### config.mk
export PLATFORM = sky130hd
export DESIGN_NAME = response_unit
export DESIGN_NICKNAME = d
export VERILOG_FILES = /design/src/rtl/response_unit.sv
export SDC_FILE = /design/constraint.sdc
export NUM_CORES = 1
export LEC_CHECK = 0
export ABC_CLOCK_PERIOD_IN_PS = 1450
export BUFFER_PORTS_ARGS = -buffer_cell sky130_fd_sc_hd__buf_2
export CAP_MARGIN = 20
export CORE_MARGIN = 2
export CORE_UTILIZATION = 46
export DETAILED_ROUTE_END_ITERATION = 8
export GPL_ROUTABILITY_DRIVEN = 0
export GPL_TIMING_DRIVEN = 0
export PLACE_DENSITY = 0.75
export SETUP_SLACK_MARGIN = 0.02
export SYNTH_ARGS = -nofsm -noshare
export SYNTH_HDL_FRONTEND = slang
export SYNTH_SLANG_ARGS = --single-unit
### constraint.sdc
create_clock -name i_clock -period 1.45 [get_ports i_clock]
set_input_delay 0.435 -clock i_clock [delete_from_list [all_inputs] [get_ports i_clock]]
set_output_delay 0.435 -clock i_clock [all_outputs]
set_load 0.005 [all_outputs]
### src/rtl/response_unit.sv
// Reply-frame transmitter: sends ACK/NAK/memory-dump frames to the UART over valid/ready.
// Optional macro RESPONSE_CHECKSUM_EN appends an XOR checksum byte to every frame.
module response_unit #(
  parameter int unsigned IAGC_STATUS_SIZE = 4,
  parameter int unsigned CMD_PARAM_SIZE   = 4,
  parameter int unsigned DATA_SIZE        = 8,
  parameter int unsigned MEM_ADDR_SIZE    = 4
) (
  input  logic                        i_clock,
  input  logic                        i_reset,
  input  logic [IAGC_STATUS_SIZE-1:0] i_iagc_status,
  input  logic [CMD_PARAM_SIZE-1:0]   i_cmd_op,
  input  logic [CMD_PARAM_SIZE-1:0]   i_cmd_param,
  input  logic                        i_rsp_start,
  output logic                        o_mem_rd_en,
  output logic [MEM_ADDR_SIZE-1:0]    o_mem_addr,
  input  logic [DATA_SIZE-1:0]        i_mem_data,
  output logic [DATA_SIZE-1:0]        o_tx_data,
  output logic                        o_tx_valid,
  input  logic                        i_tx_ready,
  output logic                        o_busy,
  output logic                        o_done
);

  localparam logic [IAGC_STATUS_SIZE-1:0] ST_CMD_ERROR = IAGC_STATUS_SIZE'(4'b0110);
  localparam logic [IAGC_STATUS_SIZE-1:0] ST_DUMP_MEM  = IAGC_STATUS_SIZE'(4'b0111);
  localparam logic [DATA_SIZE-1:0]        BYTE_ACK     = DATA_SIZE'(8'h06);
  localparam logic [DATA_SIZE-1:0]        BYTE_NAK     = DATA_SIZE'(8'h15);

  typedef enum logic [2:0] {
    S_IDLE,
    S_HDR,
    S_ECHO,
    S_MEM_REQ,
    S_MEM_WAIT,
    S_DATA,
    S_DONE
`ifdef RESPONSE_CHECKSUM_EN
    , S_CSUM
`endif
  } state_t;

  state_t                      state_q, state_d;
  logic [CMD_PARAM_SIZE-1:0]   op_q, op_d;
  logic [CMD_PARAM_SIZE-1:0]   param_q, param_d;
  logic [IAGC_STATUS_SIZE-1:0] status_q, status_d;
  logic [MEM_ADDR_SIZE-1:0]    addr_q, addr_d;
  logic [DATA_SIZE-1:0]        tx_data_q, tx_data_d;
  logic                        tx_valid_q, tx_valid_d;
  logic                        rd_en_q, rd_en_d;
  logic                        busy_q, busy_d;
  logic                        done_q, done_d;
  logic                        xfer;
  logic                        frame_end;
`ifdef RESPONSE_CHECKSUM_EN
  logic [DATA_SIZE-1:0]        csum_q, csum_d;
`endif

  assign xfer = tx_valid_q && i_tx_ready;

  // Next-state and registered-output logic
  always_comb begin
    state_d    = state_q;
    op_d       = op_q;
    param_d    = param_q;
    status_d   = status_q;
    addr_d     = addr_q;
    tx_data_d  = tx_data_q;
    tx_valid_d = tx_valid_q;
    rd_en_d    = 1'b0;
    done_d     = 1'b0;
    frame_end  = 1'b0;
`ifdef RESPONSE_CHECKSUM_EN
    csum_d     = xfer ? (csum_q ^ tx_data_q) : csum_q;
`endif

    case (state_q)
      S_IDLE: begin
        if (i_rsp_start) begin
          op_d       = i_cmd_op;
          param_d    = i_cmd_param;
          status_d   = i_iagc_status;
          addr_d     = '0;
          tx_data_d  = (i_iagc_status == ST_CMD_ERROR) ? BYTE_NAK : BYTE_ACK;
          tx_valid_d = 1'b1;
          state_d    = S_HDR;
`ifdef RESPONSE_CHECKSUM_EN
          csum_d     = '0;
`endif
        end
      end
      S_HDR: begin
        if (xfer) begin
          tx_data_d = DATA_SIZE'({op_q, param_q});
          state_d   = S_ECHO;
        end
      end
      S_ECHO: begin
        if (xfer) begin
          if (status_q == ST_DUMP_MEM) begin
            tx_valid_d = 1'b0;
            rd_en_d    = 1'b1;
            state_d    = S_MEM_REQ;
          end else begin
            frame_end = 1'b1;
          end
        end
      end
      S_MEM_REQ: state_d = S_MEM_WAIT;
      S_MEM_WAIT: begin
        tx_data_d  = i_mem_data;
        tx_valid_d = 1'b1;
        state_d    = S_DATA;
      end
      S_DATA: begin
        if (xfer) begin
          if (addr_q == MEM_ADDR_SIZE'(param_q)) begin
            frame_end = 1'b1;
          end else begin
            addr_d     = addr_q + MEM_ADDR_SIZE'(1);
            tx_valid_d = 1'b0;
            rd_en_d    = 1'b1;
            state_d    = S_MEM_REQ;
          end
        end
      end
`ifdef RESPONSE_CHECKSUM_EN
      S_CSUM: begin
        if (xfer) begin
          tx_valid_d = 1'b0;
          done_d     = 1'b1;
          state_d    = S_DONE;
        end
      end
`endif
      S_DONE:  state_d = S_IDLE;
      default: state_d = S_IDLE;
    endcase

    // Last payload byte accepted: either append the checksum or close the frame
    if (frame_end) begin
`ifdef RESPONSE_CHECKSUM_EN
      tx_data_d  = csum_q ^ tx_data_q;
      tx_valid_d = 1'b1;
      state_d    = S_CSUM;
`else
      tx_valid_d = 1'b0;
      done_d     = 1'b1;
      state_d    = S_DONE;
`endif
    end

    busy_d = (state_d != S_IDLE);
  end

  always_ff @(posedge i_clock) begin
    if (i_reset) begin
      state_q    <= S_IDLE;
      op_q       <= '0;
      param_q    <= '0;
      status_q   <= '0;
      addr_q     <= '0;
      tx_data_q  <= '0;
      tx_valid_q <= 1'b0;
      rd_en_q    <= 1'b0;
      busy_q     <= 1'b0;
      done_q     <= 1'b0;
`ifdef RESPONSE_CHECKSUM_EN
      csum_q     <= '0;
`endif
    end else begin
      state_q    <= state_d;
      op_q       <= op_d;
      param_q    <= param_d;
      status_q   <= status_d;
      addr_q     <= addr_d;
      tx_data_q  <= tx_data_d;
      tx_valid_q <= tx_valid_d;
      rd_en_q    <= rd_en_d;
      busy_q     <= busy_d;
      done_q     <= done_d;
`ifdef RESPONSE_CHECKSUM_EN
      csum_q     <= csum_d;
`endif
    end
  end

  assign o_mem_rd_en = rd_en_q;
  assign o_mem_addr  = addr_q;
  assign o_tx_data   = tx_data_q;
  assign o_tx_valid  = tx_valid_q;
  assign o_busy      = busy_q;
  assign o_done      = done_q;

endmodule

Word-level counts from Yosys, hierarchy flattened. Index checks and enable logic that the tools add are counted.

Input port bits: 24. Word-level logic and storage cells: 69. Output and inout bits: 16. Register bits after elaboration: 31.

Reduce and logical (&&, ||, !) cells: 11. Add/subtract/negate cells: 1. Muxes and demuxes: 33. Equality and inequality tests: 14.

Operators by type and width (count): 8-bit case mux with 3 select lines (1); 3-bit 2-to-1 mux (7); 3-bit case mux with 6 select lines (1); 8-bit 2-to-1 mux (2); 1-bit 2-to-1 mux (14); 4-bit 2-to-1 mux (3); 2-bit != test, second input constant (6); 4-bit by 3-bit == test with 1-bit output, second input constant (2); 4-bit case mux with 2 select lines (1); 3-bit by 2-bit == test with 1-bit output, second input constant (2); 3-bit == test, second input constant (2); 6-bit AND reduction (1); 3-bit nonzero test (2); 5-bit 2-to-1 mux (1); 4-bit by 1-bit adder with 4-bit output, second input constant (1); 4-bit == test (1); 1-bit case mux with 2 select lines (2); 1-bit case mux with 4 select lines (1); 4-bit AND reduction (1); 4-bit nonzero test (1); 3-bit by 1-bit == test with 1-bit output, second input constant (1); 3-bit logical NOT (1); 3-bit AND reduction (1); 2-bit AND reduction (1); 3 further kinds (3).

Depth between registers and ports, before layout.
Word-level depth: 6. Gate-level depth with buffers: 8. Gate-level depth less buffers: 5.

Worst setup path after synthesis. Ideal clock, no wire load.

Kind: reg-to-reg. From: register addr_q[0] (netlist: o_mem_addr[0]). To: register tx_valid_q (netlist: o_tx_valid). Cell stages (with the launch flop): 6. Data required time: 1.335 ns. Slack: 0.042 ns. Path buffers: 0. Arrival time: 1.293 ns. Clock period less this slack: 1.408 ns. Setup time: 0.115 ns. Path through: dfxtp_1 xnor2_1 nand4_1 mux2i_1 a21boi_0 o21a_1.

Longest elaborated chain between the ends: 5. Elaborated cells between the ends (all ways): 7. Those cells by class: eq/ne: 2; mux: 3; reduce/logical: 2.

Ends and longest elaborated chain: from (decl) (RTL line 47) `logic [MEM_ADDR_SIZE-1:0] addr_q, addr_d;`; from (signal assigned) (RTL line 176) `addr_q <= addr_d;`; 4-bit == test * (RTL line 117) `if (addr_q == MEM_ADDR_SIZE'(param_q)) begin`; 1-bit 2-to-1 mux (RTL line 117); 1-bit 2-to-1 mux (RTL line 116) `if (xfer) begin`; 1-bit case mux with 2 select lines (RTL line 77) `case (state_q)`; 2-bit OR reduction (no source line); to (signal assigned) (RTL line 178) `tx_valid_q <= tx_valid_d;`; to (decl) (RTL line 49) `logic tx_valid_q, tx_valid_d;`.

Every way passes the cells marked *; elsewhere a longest branch is shown, timed or not. A chain may end at the register's enable or synchronous reset.

Final worst setup path.
From: register state_q[2]. To: register tx_data_q[1] (netlist: o_tx_data[1]).

Longest elaborated chain between the ends: 3. Elaborated cells between the ends (all ways): 8. Those cells by class: eq/ne: 4; mux: 1; reduce/logical: 3.

Ends and longest elaborated chain: from (decl) (RTL line 43) `state_t state_q, state_d;`; from (signal assigned) (RTL line 172) `state_q <= state_d;`; 3-bit by 1-bit == test with 1-bit output (tied with other cells) (RTL line 77); 2-bit != test (no source line) / 3-bit nonzero test (equally long branches); 3-bit AND reduction (no source line); to (signal assigned) (RTL line 177) `tx_data_q <= tx_data_d;`; to (decl) (RTL line 48) `logic [DATA_SIZE-1:0] tx_data_q, tx_data_d;`.

Several ways; a longest one is shown, not always the timed one.

==> flow_metrics.py <==
metrics = {
    "pwr": {
        "pwr_density_cell_nw_per_um2": 904,
        "leakage_nw": 0.898,
        "p_total_mw": 1.88,
        "ir_drop_mv": 0.662,
    },
    "global_routing": {
        "grt.met2_usage_pct": 35.6,
        "met3_usage_pct": 6.30,
        "grt_overflow": 0,
        "grt_pass1_wl_um": 5750,
        "grt_usage_pct": 21.0,
        "antenna_found_initial": 0,
        "busiest_layer": "met2",
        "grt_pass1_vias": 1334,
        "grt_max_degree": 11,
        "grtUsageMet1_pct": 25.8,
    },
    "clock_tree": {
        "h-tree-depth": 2,
        "clock_latency_ns": 0.34,
        "clock_path_buffers": 2,
        "cts_tree": "built",
        "cts.sinks": 31,
        "cts-root-buf": "clkbuf_4",
        "hold_buffers": 0,
        "clk_pin_slew_ns": 0.10,
        "numCtsBuffers": 5,
    },
    "final_layout": {
        "final-seq-area_um2": 647,
        "num_antenna_cells": 0,
        "multi_input_area_um2": 911,
        "finalInstanceArea_um2": 2080,
        "nFillCells": 293,
        "fin_nets": 264,
        "areaGrowthSynthToFinish_pct": 38.4,
        "final_cell_mix": "buf_2, nand2_1, dfxtp_1",
        "drive_gt1_share_pct": 42.9,
        "layout_commonest_cell": "buf_2",
    },
    "timing": {
        "report.final.slew_viol_count": 0,
        "fin_crit_ns": 1.47,
        "fmax_mhz": 679,
        "fin_crit_sh_pct": 102,
        "worstMarginPinSlew_ns": 0.536,
        "hold_viol_final": 0,
        "clock-skew-final_ns": 0.00505,
        "max_slew_margin_pct": 64.3,
        "rsz0062_at_grt": "true",
        "setup_ws_ns": -0.0219,
        "setup_viol": 1,
    },
    "synthesis": {
        "syn_area_um2": 1500,
        "synth_cells": 179,
        "synth_top_area_share_pct": 41.4,
        "syn_nets": 204,
        "synth_cell_types": 38,
        "avgSynthCellArea_um2": 8.38,
        "seq_area_frac_synth_pct": 41.4,
        "yosysWarnings": 0,
        "ys_top_cells_by_area": "dfxtp_1, nand2_1, a21oi_1",
        "synth_seq_cells": 31,
        "netlist.top_cell.by_area": "dfxtp_1",
    },
    "detailed_routing": {
        "antenna_left": 0,
        "dr.pass1.iters": 8,
        "routedWlPerCell_um": 13.7,
        "routed_wl_um": 3890,
        "drt_iter0_markers": 85,
        "vias": 1474,
        "drc": 1,
        "vias_per_cell": 5.19,
    },
    "placed_design": {
        "postPlaceCellArea_um2": 1750,
        "hpwlAfterDp_um": 2550,
        "port_buffers": 39,
    },
    "die": {
        "pin_count": 40,
        "die_w_um": 61.1,
        "fp.dieH_um": 61.1,
        "rows": 20,
        "initial_core_util_pct": 48.7,
        "core_area_um2": 3080,
        "dieArea_um2": 3730,
    },
    "run_status": {
        "status": "finished with violations",
        "violations": "design-rule violations, negative setup slack",
    },
    "critical_path": {
        "end_kind": "flop",
        "setup.worst_path.start_class": "flop",
        "worst-setup-path-type": "reg2reg",
        "crit_required_ns": 1.67,
        "cp_max_fo": 9,
        "worst_ep_arrival_time_ns": 1.69,
    },
    "flow_run": {
        "max-cap-violations": 0,
    },
    "hold_path": {
        "hold_path_class": "in2reg",
    },
}
[layout make-up]
class,count,share of cell area [%]
Multi-Input combinational cell,133,43.9
Clock buffer,6,1.99
Buffer,10,3.80
Timing Repair Buffer,54,15.2
Sequential cell,31,31.2
Clock inverter,2,0.603
Inverter,4,0.723
Tap cell,44,2.65
[worst max-delay path: stages (launching register included)]
cell and delay, ns:
dfxtp_2 0.34, buf_8 0.14, nor2b_4 0.10, buf_6 0.13, nand2_4 0.06, a21oi_4 0.16, buf_4 0.14, buf_6 0.11
o211a_1 0.14, nor3_2 0.04
[flip-flops by register name, indices dropped and copies added, names as in the netlist]
| name | flops |
|---|---|
| o_busy | 1 |
| o_done | 1 |
| o_mem_addr | 4 |
| o_mem_rd_en | 1 |
| o_tx_data | 8 |
| o_tx_valid | 1 |
| op_q | 4 |
| param_q | 4 |
| state_q | 3 |
| status_q | 4 |
[timing repair]
action | in CTS | in global routing
setup buffers | 3 | 11
cloned | 1 | 0
gates resized for setup | 16 | 32
pin swaps | 2 | 11
endpoints found under the setup margin | 19 | 23
[layer usage]
metal	wire [um]	part of all wire (%)
met4	55	1.4
met5	0	0
met2	1940	50
met1	1700	44
met3	195	5.0
[cells in the mapped netlist]
cell type and number:
ha_1 1, and3_1 3, mux2i_1 6, nor3_1 5
nand3b_1 1, and4b_1 1, nand4_1 3, o21ai_0 5
a21boi_0 1, nand2_4 1, dfxtp_1 31, o21bai_1 2
xor2_1 3, nand3_1 8, o21a_1 2, and2_4 1
a311oi_2 1, nand2b_1 4, nor2b_4 1, a311oi_1 1
o32ai_1 1, clkbuf_1 4, buf_6 3, nor2b_2 1
xnor2_1 4, a21oi_1 19, inv_1 4, nor2_1 15
nand2_1 28, and3b_1 1, nor3b_2 1, a22oi_1 5
buf_2 4, nor4_1 1, a21oi_4 1, o211a_1 1
nor2_2 1, o22ai_1 4
[through the flow]
stage | cells | setup WS [ns] | utilization [%] | hold slack, ns | setup TNS, ns
final | 284 | -0.0219 | 67.4 | 0.320 | -0.0219
after global routing | 284 | -0.0754 | 67.4 | 0.307 | -0.492
after CTS | 274 | 0.00580 | 60.9 | 0.313 | 0
after detailed placement | 262 | -0.154 | 56.9 | 0.447 | -0.637
after global placement | 262 | -0.134 | 56.9 | 0.442 | -0.642
after floorplan | 179 | 0.0420 | - | 0.432 | 0
[kinds of logic after synthesis]
| group | share of synthesized area (%) |
|---|---|
| xor gates and xnor gates | 4.09 |
| buffers and inverters | 5.59 |
| adders and majority gates | 0.834 |
| AOI/OAI and AO/OA | 18.6 |
| muxes | 4.00 |
| and+or+nand+nor | 25.5 |
| DFF | 41.4 |
[power breakdown]
part | internal, mW | total [mW] | switching [mW] | leakage, nW
logic | 0.216 | 0.437 | 0.222 | 0.611
clock network | 0.187 | 0.506 | 0.319 | 0.0282
registers | 0.896 | 0.933 | 0.0364 | 0.260
[worst paths after layout]
kind | start | depth (start not counted) | slack [ns] | to
setup / recovery | state_q[2] | 9 | -0.02 | o_tx_data[1]
hold / removal | i_cmd_op[3] | 3 | 0.32 | op_q[3]
setup reg to reg | state_q[2] | 9 | -0.02 | o_tx_data[1]
hold reg to reg | status_q[2] | 2 | 0.46 | status_q[2]
(Power assumes the default switching activity.)
